==> src/rtl/bsg_wormhole_router_packet_builder.sv <==
// bsg_wormhole_router_packet_builder
//
// Transmit-side framer for a wormhole link. One header flit is taken, then
// exactly len payload words, where len is read from the header itself. The
// result goes out as a single packet of 1+len flits on a valid/ready link.
// Packet boundaries are enforced here, so the router never sees a malformed
// packet.
//
// Parameters:
//   flit_width_p        width of header, data and link flits (set by the
//                       instantiating design)
//   payload_len_bits_p  width of the payload length field (set by the
//                       instantiating design)
//   len_offset_p        LSB of the length field inside header_i
//
// Ports:
//   clk_i, reset_n_i          clock, asynchronous active-low reset
//   header_v_i/header_i       header flit offer
//   header_ready_o            header accepted when header_v_i is also high
//   data_v_i/data_i           payload word offer
//   data_ready_o              payload word accepted when data_v_i is also high
//   link_v_o/link_data_o      flit toward the router
//   link_ready_i              router accepts the flit
//   link_first_o/link_last_o  current flit is header / final flit of packet
//   busy_o                    registered, high while a packet body is pending
module bsg_wormhole_router_packet_builder #(
  parameter int flit_width_p       = 32,
  parameter int payload_len_bits_p = 8,
  parameter int len_offset_p       = 0
) (
  input  logic                    clk_i,
  input  logic                    reset_n_i,
  input  logic                    header_v_i,
  input  logic [flit_width_p-1:0] header_i,
  output logic                    header_ready_o,
  input  logic                    data_v_i,
  input  logic [flit_width_p-1:0] data_i,
  output logic                    data_ready_o,
  output logic                    link_v_o,
  output logic [flit_width_p-1:0] link_data_o,
  input  logic                    link_ready_i,
  output logic                    link_first_o,
  output logic                    link_last_o,
  output logic                    busy_o
);

  typedef enum logic {
    HDR  = 1'b0,
    BODY = 1'b1
  } state_e;

  localparam logic [payload_len_bits_p-1:0] RemOne = payload_len_bits_p'(1);

  state_e                        state_q, state_d;
  logic [payload_len_bits_p-1:0] rem_q, rem_d;
  logic [payload_len_bits_p-1:0] hdrLen;
  logic                          linkV;
  logic                          linkFire;

  assign hdrLen = header_i[len_offset_p +: payload_len_bits_p];

  // Output mux: the current state picks which source faces the link. The
  // ready seen by the router is passed straight back to that source only.
  // While reset is held, no valid or ready may escape, even though the
  // header mux stays selected.
  always_comb begin
    linkV          = 1'b0;
    link_data_o    = header_i;
    link_first_o   = 1'b1;
    link_last_o    = (hdrLen == '0);
    header_ready_o = 1'b0;
    data_ready_o   = 1'b0;
    case (state_q)
      HDR: begin
        linkV          = header_v_i;
        header_ready_o = link_ready_i;
      end
      BODY: begin
        linkV        = data_v_i;
        link_data_o  = data_i;
        link_first_o = 1'b0;
        link_last_o  = (rem_q == RemOne);
        data_ready_o = link_ready_i;
      end
      default: ;
    endcase
    if (!reset_n_i) begin
      linkV          = 1'b0;
      header_ready_o = 1'b0;
      data_ready_o   = 1'b0;
    end
  end

  assign link_v_o = linkV;
  assign linkFire = linkV & link_ready_i;

  // Next state: the state and rem only move on a link handshake. A
  // zero-length header is a complete packet by itself, so the block stays
  // in HDR for it. rem is only decremented while it is >= 1, so it never
  // wraps, even for the largest length.
  always_comb begin
    state_d = state_q;
    rem_d   = rem_q;
    case (state_q)
      HDR: begin
        if (linkFire && (hdrLen != '0)) begin
          rem_d   = hdrLen;
          state_d = BODY;
        end
      end
      BODY: begin
        if (linkFire) begin
          rem_d = rem_q - RemOne;
          if (rem_q == RemOne) begin
            state_d = HDR;
          end
        end
      end
      default: ;
    endcase
  end

  always_ff @(posedge clk_i or negedge reset_n_i) begin
    if (!reset_n_i) begin
      state_q <= HDR;
      rem_q   <= '0;
    end else begin
      state_q <= state_d;
      rem_q   <= rem_d;
    end
  end

  assign busy_o = (state_q == BODY);

endmodule

==> config.mk <==
export PLATFORM = sky130hd
export DESIGN_NAME = bsg_wormhole_router_packet_builder
export DESIGN_NICKNAME = d
export VERILOG_FILES = /design/src/rtl/bsg_wormhole_router_packet_builder.sv
export SDC_FILE = /design/constraint.sdc
export NUM_CORES = 1
export LEC_CHECK = 0
export BUFFER_PORTS_ARGS = -buffer_cell sky130_fd_sc_hd__clkbuf_2
export CAP_MARGIN = 0
export CORE_MARGIN = 2
export CORE_UTILIZATION = 37
export CTS_BUF_LIST = sky130_fd_sc_hd__clkbuf_2
export DETAILED_ROUTE_END_ITERATION = 8
export PLACE_DENSITY = 0.85
export SYNTH_ARGS = -nofsm -noshare
export SYNTH_HDL_FRONTEND = slang
export SYNTH_SLANG_ARGS = --single-unit
==> constraint.sdc <==
create_clock -name clk_i -period 2.29 [get_ports clk_i]
set_clock_uncertainty 0.05 [all_clocks]
set_input_delay 0.1145 -clock clk_i [delete_from_list [all_inputs] [get_ports clk_i]]
set_output_delay 0.1145 -clock clk_i [all_outputs]
set_load 0.005 [all_outputs]
==> impl_metrics.csv <==
group,metric,value,unit
outcome,outcome,"complete, but fails checks",
outcome,violations,"DRC",
worst_setup_path,cp.arrival,1710,ps
worst_setup_path,crit_type,"register to primary output",
finish,antenna_cells,0,
power_and_ir_drop,pwr-share-clk,10.0,%
worst_setup_path,worstRegToRegCells,4,
clock_network,clk_latency,270,ps
global_route,grt_pass1_wl,6.05,mm
finish,multi_input_area,815,sq um
worst_hold_path,hp-class,"primary input to register",
worst_hold_path,hp-start,"header_i[0]",
finish,fin_nets,298,
die,start_util,39.4,%
synth,synth_xor_xnor_area_share,0,%
die,boundaryPins,107,
timing,tns,0,ps
synth,yosysSeqAreaShare,20.4,%
routing,dr_wl_met2,2.14,mm
worst_setup_path,cp_slowest_stage_delay,460,ps
worst_setup_path,critPathRequiredTime,2130,ps
power_and_ir_drop,leakage,0.872,nW
die,rows,19,
worst_setup_path,r2r_start,"rem_q[2]",
worst_hold_path,hold_path_depth,3,
routing,avgViaCountPerCell,5.39,
synth,synth_top_area_share,33.6,%
clock_network,cts_made_buffers,3,
synth,synth_cell_types,36,
global_route,grt_use_total,23.2,%
synth,avgSynthCellArea,9.07,sq um
clock_network,cts_tree,"done",
routing,highest_layer,"met4",
worst_setup_path,path_cells,"buf_4 > inv_1 > o21ai_0 > clkbuf_2",
synth,synth_cells,122,
job,drv_cap,0,
timing,fin_crit_sh,81.8,%
finish,drive_gt1_share,66.4,%
finish,area_growth,51.7,%
finish,fillers,250,
synth,synth_mux_area_share,35.9,%
clock_network,cts_sinks,9,
timing,whs,150,ps
synth,synthTopCellsByArea,"mux2_2, dfrtp_1, o21ai_0, a221o_1, nor2_1",
routing,finalWirelength,4.04,mm
power_and_ir_drop,ir_drop,0.000369,V
die,die-area,3440,sq um
die,core-area,2810,sq um
placement,io_buffers,106,
timing,rsz0062_at_grt,"no",
synth,yosys_warnings,0,
placement,place_ws,489,ps
timing,timing.final.crit_period,1870,ps
synth,synth_compound_area_share,18.4,%
placement,dp_hpwl,3.38,mm
routing,drc,1,
timing,setup_slack,417,ps
power_and_ir_drop,intPower,643,uW
synth,synth-seq-cells,9,
routing,vias,1386,
synth,syn-num-nets,193,
placement,gp_congestion,0.862,
timing,hold_viol,0,
timing,relSlewSlack,63.0,%
power_and_ir_drop,netSwitchingFraction,42.8,%
routing,met1Wirelength,1.44,mm
timing,setup_violations,0,
global_route,grt_overflow,0,
timing,drv_slew,0,
clock_network,cts.reportedPaths.clkPinSlew,110,ps
power_and_ir_drop,p_seq_share,24.0,%
worst_setup_path,crit_slowest_cell,"buf_4",
power_and_ir_drop,power_frac_comb,66.0,%
synth,synth_simple_gate_area_share,17.1,%
synth,synthAdderAreaFrac,2.26,%
worst_setup_path,crit_fanout,51,
die,fp.dieW,58.7,um
finish,regArea,226,sq um
worst_setup_path,crit_path_end_kind,"primary output",
clock_network,htreeDepth,1,
routing,drt_iter0_markers,40,
worst_setup_path,start_kind,"register",
routing,drt_first_pass_iters,6,
timing,tightest_slew,554,ps
finish,final_common_cell,"clkbuf_2",
routing,final_antenna_net_count,0,
power_and_ir_drop,power_density,670,nW/um^2
routing,wire_per_inst,15.7,um
synth,synth_largest_area_cell,"mux2_2",
global_route,grt_pass1_vias,1333,
worst_setup_path,r2r-end,"rem_q[5]",
routing,wl_met3,393,um
clock_network,clockBufferDepth,2,
global_route,antenna_found_initial,0,
worst_hold_path,hold_path_end,"rem_q[0]",
worst_setup_path,r2r_slack,450,ps
synth,synth_top_family_by_area,"multiplexers",
global_route,grt_max_degree,52,
synth,synth_area,1110,sq um
power_and_ir_drop,power_switching,481,uW
timing,fmax,534,MHz
die,die_h,58.7,um
clock_network,cts-root-buf,"clkbuf_2",
finish,mostFrequentLayoutCells,"clkbuf_2, mux2_2, o21ai_0, dfrtp_1, nor2_1",
through the flow:
stage / cell area [sq um] / instances / power (mW) / utilization (%)
2_1_floorplan: 1110 / 122 / 0.749 / -
3_3_place_gp: 1650 / 252 / 0.999 / 58.7
3_5_place_dp: 1650 / 252 / 1.01 / 58.7
4_1_cts: 1680 / 257 / 1.13 / 59.8
5_1_grt: 1680 / 257 / 1.21 / 59.8
6_report: 1680 / 257 / 1.12 / 59.8
area by class of cell:
cell class              instances  area share, %
multi-input cells              98           48.5
well taps                      31           2.31
clock buffers                   4           1.19
repair buffers                109           33.1
inverters                       6           1.34
flip-flops and latches          9           13.5
cell usage after synthesis, drive strengths merged:
library cell	number
mux2i	1
o2bb2ai	1
clkbuf	6
o31ai	3
a22o	2
nand2	6
nor3b	1
o211ai	2
nor2	7
or4	1
or2	1
and2	2
inv	6
a211oi	1
a221o	3
buf	3
a221oi	1
a21oi	3
nand3	2
dfrtp	9
o22ai	1
nand3b	1
nor4	4
a211o	2
ha	2
mux2	34
o21ai	8
nor2b	2
nor3	1
nand4b	1
and3	2
nand4	1
a22oi	2
flip-flops by register name, summed over array words and instances (netlist names):
name / count
busy_o: 1
rem_q: 8
critical path: cells and delay by family, from the launching register on:
family          cells  cell delay (ps)
compound gates      1              210
buf+inv             3              830
flops               1              390
worst max-delay path by stage:
stage | from | endpoint | slack [ps] | cells after the start
floorplan | busy_o | rem_q[6] | 590 | 5
global placement | busy_o | rem_q[6] | 520 | 4
detailed placement | busy_o | rem_q[7] | 490 | 4
CTS | busy_o | link_last_o | 420 | 4
global route | busy_o | link_last_o | 250 | 4
finish | busy_o | link_last_o | 420 | 4
kinds of logic after synthesis:
logic type / after synthesis
adders and majority gates: 2
muxes: 35
and+or+nand+nor: 32
DFF: 9
buffers and inverters: 15
AOI/OAI and AO/OA: 29
power groups by stage:
stage	Sequential [mW]	Combinational, mW	Clock [mW]
after floorplan	0.241	0.507	0
after global placement	0.267	0.732	0
after detailed placement	0.270	0.743	0
after CTS	0.267	0.747	0.112
after global routing	0.277	0.816	0.121
final	0.270	0.743	0.112
metal layers:
metal / track usage (%) / up-vias
li1: - / 670
met1: 26.1 / 634
met2: 41.1 / 75
met3: 6.37 / 7
met4: 9.74 / 0
met5: 0 / -
repair_timing:
action,CTS,global route
hold buffers,1,0
resized for setup,0,0
hold endpoints to repair,9,0
setup buffers,0,0
Power figures use the tool's default switching activity.
